--- config.mk ---
export PLATFORM = sky130hd
export DESIGN_NAME = digit_serial_addsub_flat
export DESIGN_NICKNAME = d
export VERILOG_FILES = /design/src/rtl/digit_serial_addsub_if.sv /design/src/rtl/digit_serial_addsub.sv /design/src/flat_wrapper.sv
export SDC_FILE = /design/constraint.sdc
export NUM_CORES = 1
export LEC_CHECK = 0
export ABC_AREA = 0
export BUFFER_PORTS_ARGS = -buffer_cell sky130_fd_sc_hd__buf_2
export CAP_MARGIN = 20
export CORE_MARGIN = 2
export CORE_UTILIZATION = 52
export CTS_CLUSTER_DIAMETER = 80
export DETAILED_ROUTE_END_ITERATION = 8
export PLACE_DENSITY = 0.78
export REMOVE_ABC_BUFFERS = 1
export SLEW_MARGIN = 20
export SYNTH_ARGS = -nofsm -noshare
export SYNTH_HDL_FRONTEND = slang
export SYNTH_SLANG_ARGS = --single-unit
--- constraint.sdc ---
create_clock -name clock -period 4.2 [get_ports clock]
set_clock_uncertainty 0.15 [all_clocks]
set_input_delay 1.26 -clock clock [delete_from_list [all_inputs] [get_ports clock]]
set_output_delay 1.26 -clock clock [all_outputs]
set_load 0.05 [all_outputs]
--- src/rtl/digit_serial_addsub_if.sv ---
// Start/done bus for digit_serial_addsub.
// Optional macro ADDSUB_ZERO_FLAG_EN adds the registered Zero result flag.
//
// Handshake: a request is the pair (start, sub/A/B/Cin) seen at a rising
// clock edge while busy=0. The slave captures the operands on that edge and
// the master may change them freely afterwards. Requests seen while busy=1
// are dropped. done is a single-cycle pulse; Sum/Cout/Overflow(/Zero) are
// valid from that cycle and hold until the next operation completes.
interface digit_serial_addsub_if #(
  parameter int WIDTH = 32
);
  logic             start;
  logic             sub;
  logic [WIDTH-1:0] A;
  logic [WIDTH-1:0] B;
  logic             Cin;
  logic             busy;
  logic             done;
  logic [WIDTH-1:0] Sum;
  logic             Cout;
  logic             Overflow;
`ifdef ADDSUB_ZERO_FLAG_EN
  logic             Zero;
`endif

  // Requester side: drives operands, observes status and results.
  modport master (
    output start, sub, A, B, Cin,
`ifdef ADDSUB_ZERO_FLAG_EN
    input  Zero,
`endif
    input  busy, done, Sum, Cout, Overflow
  );

  // Unit side: consumes operands, produces status and results.
  modport slave (
    input  start, sub, A, B, Cin,
`ifdef ADDSUB_ZERO_FLAG_EN
    output Zero,
`endif
    output busy, done, Sum, Cout, Overflow
  );
endinterface

--- src/rtl/digit_serial_addsub.sv ---
// Digit-serial two's-complement adder/subtractor.
// Processes DIGIT bits per clock through one DIGIT-wide ripple slice with
// the carry held in a register between digits; WIDTH/DIGIT RUN cycles per
// operation. Optional macro ADDSUB_ZERO_FLAG_EN adds the Zero result flag.
// WIDTH must be >= 2 and DIGIT must divide WIDTH exactly.
module digit_serial_addsub #(
  parameter int WIDTH = 32,
  parameter int DIGIT = 8
) (
  input  logic                  clock,
  input  logic                  clear,
  digit_serial_addsub_if.slave  bus,
  output logic [1:0]            fsm_state
);

  localparam int NDIG = WIDTH / DIGIT;
  localparam int KW   = (NDIG > 1) ? $clog2(NDIG) : 1;
  localparam logic [KW-1:0] K_LAST = KW'(NDIG - 1);
  localparam int MSB  = WIDTH - 1;

  localparam logic [1:0] S_IDLE = 2'd0;
  localparam logic [1:0] S_RUN  = 2'd1;
  localparam logic [1:0] S_DONE = 2'd2;

  logic [1:0]       state;
  logic [1:0]       state_n;
  logic [KW-1:0]    k;
  logic [WIDTH-1:0] op_a;
  logic [WIDTH-1:0] op_b;
  logic             carry;
  logic [WIDTH-1:0] res;
  logic [WIDTH-1:0] res_n;
  logic [DIGIT-1:0] slice_a;
  logic [DIGIT-1:0] slice_b;
  logic [DIGIT-1:0] slice_sum;
  logic             slice_cout;
  logic             accept;
  logic             last;

  logic             busy_r;
  logic             done_r;
  logic [WIDTH-1:0] sum_r;
  logic             cout_r;
  logic             ovf_r;
`ifdef ADDSUB_ZERO_FLAG_EN
  logic             zero_r;
`endif

  // A new request is taken in IDLE and also in DONE, so back-to-back issue
  // costs no bubble cycle.
  assign accept = bus.start && ((state == S_IDLE) || (state == S_DONE));
  assign last   = (state == S_RUN) && (k == K_LAST);

  // Ripple slice for digit k, plus the result word with that digit merged in.
  always_comb begin
    int idx;
    idx        = int'(k) * DIGIT;
    slice_a    = op_a[idx +: DIGIT];
    slice_b    = op_b[idx +: DIGIT];
    {slice_cout, slice_sum} = {1'b0, slice_a} + {1'b0, slice_b}
                            + {{DIGIT{1'b0}}, carry};
    res_n      = res;
    res_n[idx +: DIGIT] = slice_sum;
  end

  // Next-state decode.
  always_comb begin
    state_n = state;
    case (state)
      S_IDLE:  if (accept) state_n = S_RUN;
      S_RUN:   if (last)   state_n = S_DONE;
      S_DONE:  state_n = accept ? S_RUN : S_IDLE;
      default: state_n = S_IDLE;
    endcase
  end

  // Control state, digit counter and registered status flags.
  always_ff @(posedge clock) begin
    if (clear) begin
      state  <= S_IDLE;
      k      <= '0;
      busy_r <= 1'b0;
      done_r <= 1'b0;
    end else begin
      state  <= state_n;
      busy_r <= (state_n == S_RUN);
      done_r <= (state_n == S_DONE);
      if (accept) begin
        k <= '0;
      end else if (state == S_RUN) begin
        k <= last ? '0 : k + 1'b1;
      end
    end
  end

  // Operand capture and per-digit datapath. Subtraction is A + ~B + 1, so
  // the inversion and the forced carry-in are applied once at capture.
  always_ff @(posedge clock) begin
    if (clear) begin
      op_a  <= '0;
      op_b  <= '0;
      carry <= 1'b0;
      res   <= '0;
    end else if (accept) begin
      op_a  <= bus.A;
      op_b  <= bus.sub ? ~bus.B : bus.B;
      carry <= bus.sub ? 1'b1 : bus.Cin;
    end else if (state == S_RUN) begin
      res   <= res_n;
      carry <= slice_cout;
    end
  end

  // Visible results change together, only on the final digit edge, and then
  // hold until the next operation finishes. Overflow compares operand signs
  // against the result sign, using the already-inverted B for subtraction.
  always_ff @(posedge clock) begin
    if (clear) begin
      sum_r  <= '0;
      cout_r <= 1'b0;
      ovf_r  <= 1'b0;
`ifdef ADDSUB_ZERO_FLAG_EN
      zero_r <= 1'b0;
`endif
    end else if (last) begin
      sum_r  <= res_n;
      cout_r <= slice_cout;
      ovf_r  <= (op_a[MSB] == op_b[MSB]) && (res_n[MSB] != op_a[MSB]);
`ifdef ADDSUB_ZERO_FLAG_EN
      zero_r <= (res_n == '0);
`endif
    end
  end

  assign bus.busy     = busy_r;
  assign bus.done     = done_r;
  assign bus.Sum      = sum_r;
  assign bus.Cout     = cout_r;
  assign bus.Overflow = ovf_r;
`ifdef ADDSUB_ZERO_FLAG_EN
  assign bus.Zero     = zero_r;
`endif
  assign fsm_state    = state;

endmodule

--- src/flat_wrapper.sv ---
// flat-port wrapper written by rule: the top's interface ports become plain ports
module digit_serial_addsub_flat 
#(
  parameter int WIDTH = 32,
  parameter int DIGIT = 8
)
  (clock, clear, fsm_state, bus_start, bus_sub, bus_A, bus_B, bus_Cin, bus_busy, bus_done, bus_Sum, bus_Cout, bus_Overflow);
  digit_serial_addsub_if #(.WIDTH(WIDTH)) bus_i ();
  input  logic clock;
  input  logic clear;
  output logic [1:0] fsm_state;
  input wire logic [$bits(bus_i.start)-1:0] bus_start;
  input wire logic [$bits(bus_i.sub)-1:0] bus_sub;
  input wire logic [$bits(bus_i.A)-1:0] bus_A;
  input wire logic [$bits(bus_i.B)-1:0] bus_B;
  input wire logic [$bits(bus_i.Cin)-1:0] bus_Cin;
  output wire logic [$bits(bus_i.busy)-1:0] bus_busy;
  output wire logic [$bits(bus_i.done)-1:0] bus_done;
  output wire logic [$bits(bus_i.Sum)-1:0] bus_Sum;
  output wire logic [$bits(bus_i.Cout)-1:0] bus_Cout;
  output wire logic [$bits(bus_i.Overflow)-1:0] bus_Overflow;
  assign bus_i.start = bus_start;
  assign bus_i.sub = bus_sub;
  assign bus_i.A = bus_A;
  assign bus_i.B = bus_B;
  assign bus_i.Cin = bus_Cin;
  assign bus_busy = bus_i.busy;
  assign bus_done = bus_i.done;
  assign bus_Sum = bus_i.Sum;
  assign bus_Cout = bus_i.Cout;
  assign bus_Overflow = bus_i.Overflow;
  digit_serial_addsub #(.WIDTH(WIDTH), .DIGIT(DIGIT)) u_core (.clock(clock), .clear(clear), .bus(bus_i), .fsm_state(fsm_state));
endmodule
==> flow_summary.toml <==
[setup_path]
cp_max_fo = 12
cp_data_arrival_time_ns = 3.57
cpMaxStageDelayCell = "dfxtp_1"
r2r-start = "u_core.k[0]"
crit_chain = "buf_4 > mux4_2 > inv_1 > fa_1 > fa_1 > nor2b_1 > o31a_1 > o211ai_2 > a221oi_1 > nor3_1"
cp_slowest_stage_delay_ns = 0.70
endpoint_kind = "flip-flop"
r2r-end = "u_core.bus.Sum[14]"
reg2reg_slack_ns = 0.75
worstPathRequired_ns = 4.32
reg2reg_depth = 10
crit_type = "reg -> reg"
critPathLaunchType = "flip-flop"
crit_top_cell = "fa_1"

[drt]
antenna_left = 0
drc = 0
via_per_inst = 5.55
wl_per_cell_microns = 15.4
wirelength_microns = 13900
drt-pass1-iter-count = 5
vias = 5019
drt_iter0_markers = 208

[synth]
syn_avg_cell_area_sq_um = 8.90
synth_top_flop_cell = "dfxtp_1"
synth-seq-cells = 129
yosys_warnings = 0
synth.distinct_cells = 52
ys_async_sr_fraction_pct = 0
yosysSeqAreaShare_pct = 43.5
syn-cell-area_sq_mm = 0.00594
synth_edf_count = 0
netlist_instances = 667

[global_routing]
grt_max_degree = 70
overflow = 0
first_global_vias = 4993
grt_util_all_layers_pct = 23.4
grt_first_pass_wirelength_microns = 23600
antenna_found_initial = 0

[die]
design.core.area_sq_mm = 0.0113
die_w_microns = 111
rows = 39
die-area_sq_mm = 0.0123
ios = 107
start_util_pct = 52.7
die_h_microns = 111

[finish]
final_cells = 904
multi_input_area_sq_mm = 0.00308
syn2layout_area_growth_pct = 21.2
diodes = 0
nFillCells = 941
seqCellArea_sq_mm = 0.00258
nNetsFinal = 831
drive_gt1_share_pct = 23.8

[sta]
setup_ws_ns = 0.750
slew_violations = 0
rsz0062_at_grt = "false"
slew_headroom_pct = 33.3
final.setup.tns_ns = 0
worst_slew_pin_slew_ns = 0.997
fmaxAchievable_ghz = 0.290
fin_crit_sh_pct = 82.1
setup_violations = 0
finalHoldViolCount = 0
whs_ns = 0.303
layout_min_cycle_time_ns = 3.45

[placement]
gp_congestion = 0.864
io_buffers = 106
dp_slack_ns = 0.789
hpwl_microns = 9660
place_inst = 872

[power]
power_mw = 3.42
power_density_mw_per_mm2 = 476
irDropWorstVdd_v = 0.000249
p_leak_nw = 2.85

[clock_network]
cts_tree = "yes"
insertion_delay_ns = 0.42
clkTransAtPathRegs_ns = 0.06
cts_resized = 0
htreeDepth = 4
clockBufferDepth = 2
numClockSinks = 129
root_buffer = "clkbuf_16"
cts_hold_buffers = 0
cts_setup_buffers = 0
cts_buffers = 17

[min_path]
min_path_type = "reg -> reg"
hold_depth = 2
holdPathEnd = "u_core.bus.Sum[28]"
holdCritStartpoint = "u_core.bus.Sum[28]"

[run]
maxCapViolations = 0

[run_status]
status = "completed"
==> flip-flops by register name, summed over array words and instances (netlist names), 2 cells and up <==
name,count
u_core.bus.Sum,32
u_core.op_a,32
u_core.op_b,32
u_core.k,2
u_core.fsm_state,2
u_core.res,24
==> report_power, final <==
| group | switching (mW) | internal [mW] | total, mW |
|---|---|---|---|
| registers | 0.0360 | 1.28 | 1.32 |
| logic | 0.238 | 0.167 | 0.405 |
| clock network | 0.524 | 1.17 | 1.70 |
==> cell type report <==
| cell class | count | area share [%] |
|---|---|---|
| clock inverter | 10 | 2.82 |
| timing repair buffer | 117 | 8.73 |
| multi-input combinational | 471 | 42.7 |
| tap | 143 | 2.49 |
| clock buffer | 22 | 6.73 |
| sequential | 129 | 35.9 |
| inverter | 12 | 0.626 |
==> worst max-delay path: cells and delay by family, from the launching register on <==
kind,cells,cell delay [ns]
flip-flops,1,0.70
adder cells (fa/ha/maj),2,0.80
buffers and inverters,2,0.33
AND/OR/NAND/NOR,2,0.31
AO/OA/AOI/OAI,3,0.77
multiplexers,1,0.24
==> routing by layer <==
metal	global-route usage, %	up-vias	wire length, microns
met3	4.70	25	678
li1	-	2513	-
met5	0	-	0
met1	29.8	2336	6110
met2	38.9	145	6870
met4	9.83	0	254
==> layout by cell type (no fill, tap or decap), types with 5 or more instances in the layout <==
cell	count
dfxtp_1	129
buf_2	105
nor2_1	99
nand2_1	84
a211oi_1	58
a21oi_1	57
xnor2_1	33
clkbuf_16	17
mux4_2	16
nor3_1	15
nand3_1	13
ha_1	12
buf_4	11
inv_1	10
a32oi_1	9
a22oi_1	8
bufinv_16	6
and3_1	5
a221oi_1	5
mux2i_1	5
==> worst max path at each step <==
stage | from | depth (start not counted) | endpoint
after global placement | u_core.k[0] | 10 | u_core.bus.Sum[14]
after floorplan | bus_start | 3 | u_core.carry
after global routing | u_core.k[0] | 10 | u_core.bus.Sum[14]
after CTS | u_core.k[0] | 10 | u_core.bus.Sum[14]
final | u_core.k[0] | 10 | u_core.bus.Sum[14]
after detailed placement | u_core.k[0] | 10 | u_core.res[4]
==> cell usage after synthesis, drive strengths merged, types with 9 or more instances <==
master / instances / area [sq um]
a211oi: 59 / 448
a21oi: 59 / 303
a32oi: 9 / 78.8
buf: 16 / 93.8
clkbuf: 39 / 146
dfxtp: 129 / 2580
ha: 12 / 150
inv: 11 / 41.3
mux4: 16 / 360
nand2: 84 / 315
nand3: 16 / 95.1
nor2: 100 / 383
nor3: 15 / 75.1
xnor2: 33 / 289
==> stage by stage <==
stage | cell area [sq um] | util, %
after CTS | 7200 | 63.8
final | 7200 | 63.8
after global placement | 6510 | 57.8
after detailed placement | 6510 | 57.8
after global routing | 7200 | 63.8
after floorplan | 5700 | -
==> cell families (layout without fill, tap and decap cells) <==
| logic type | count (synthesis) | after routing | share of synthesized area, % |
|---|---|---|---|
| DFF | 129 | 129 | 43.5 |
| adders and majority gates | 14 | 14 | 3.20 |
| buffers and inverters | 67 | 161 | 4.81 |
| muxes | 21 | 21 | 6.91 |
| AOI/OAI and AO/OA | 161 | 161 | 18.7 |
| xor gates and xnor gates | 33 | 33 | 4.87 |
| and+or+nand+nor | 242 | 242 | 18.0 |
Power figures use the tool's default switching activity.
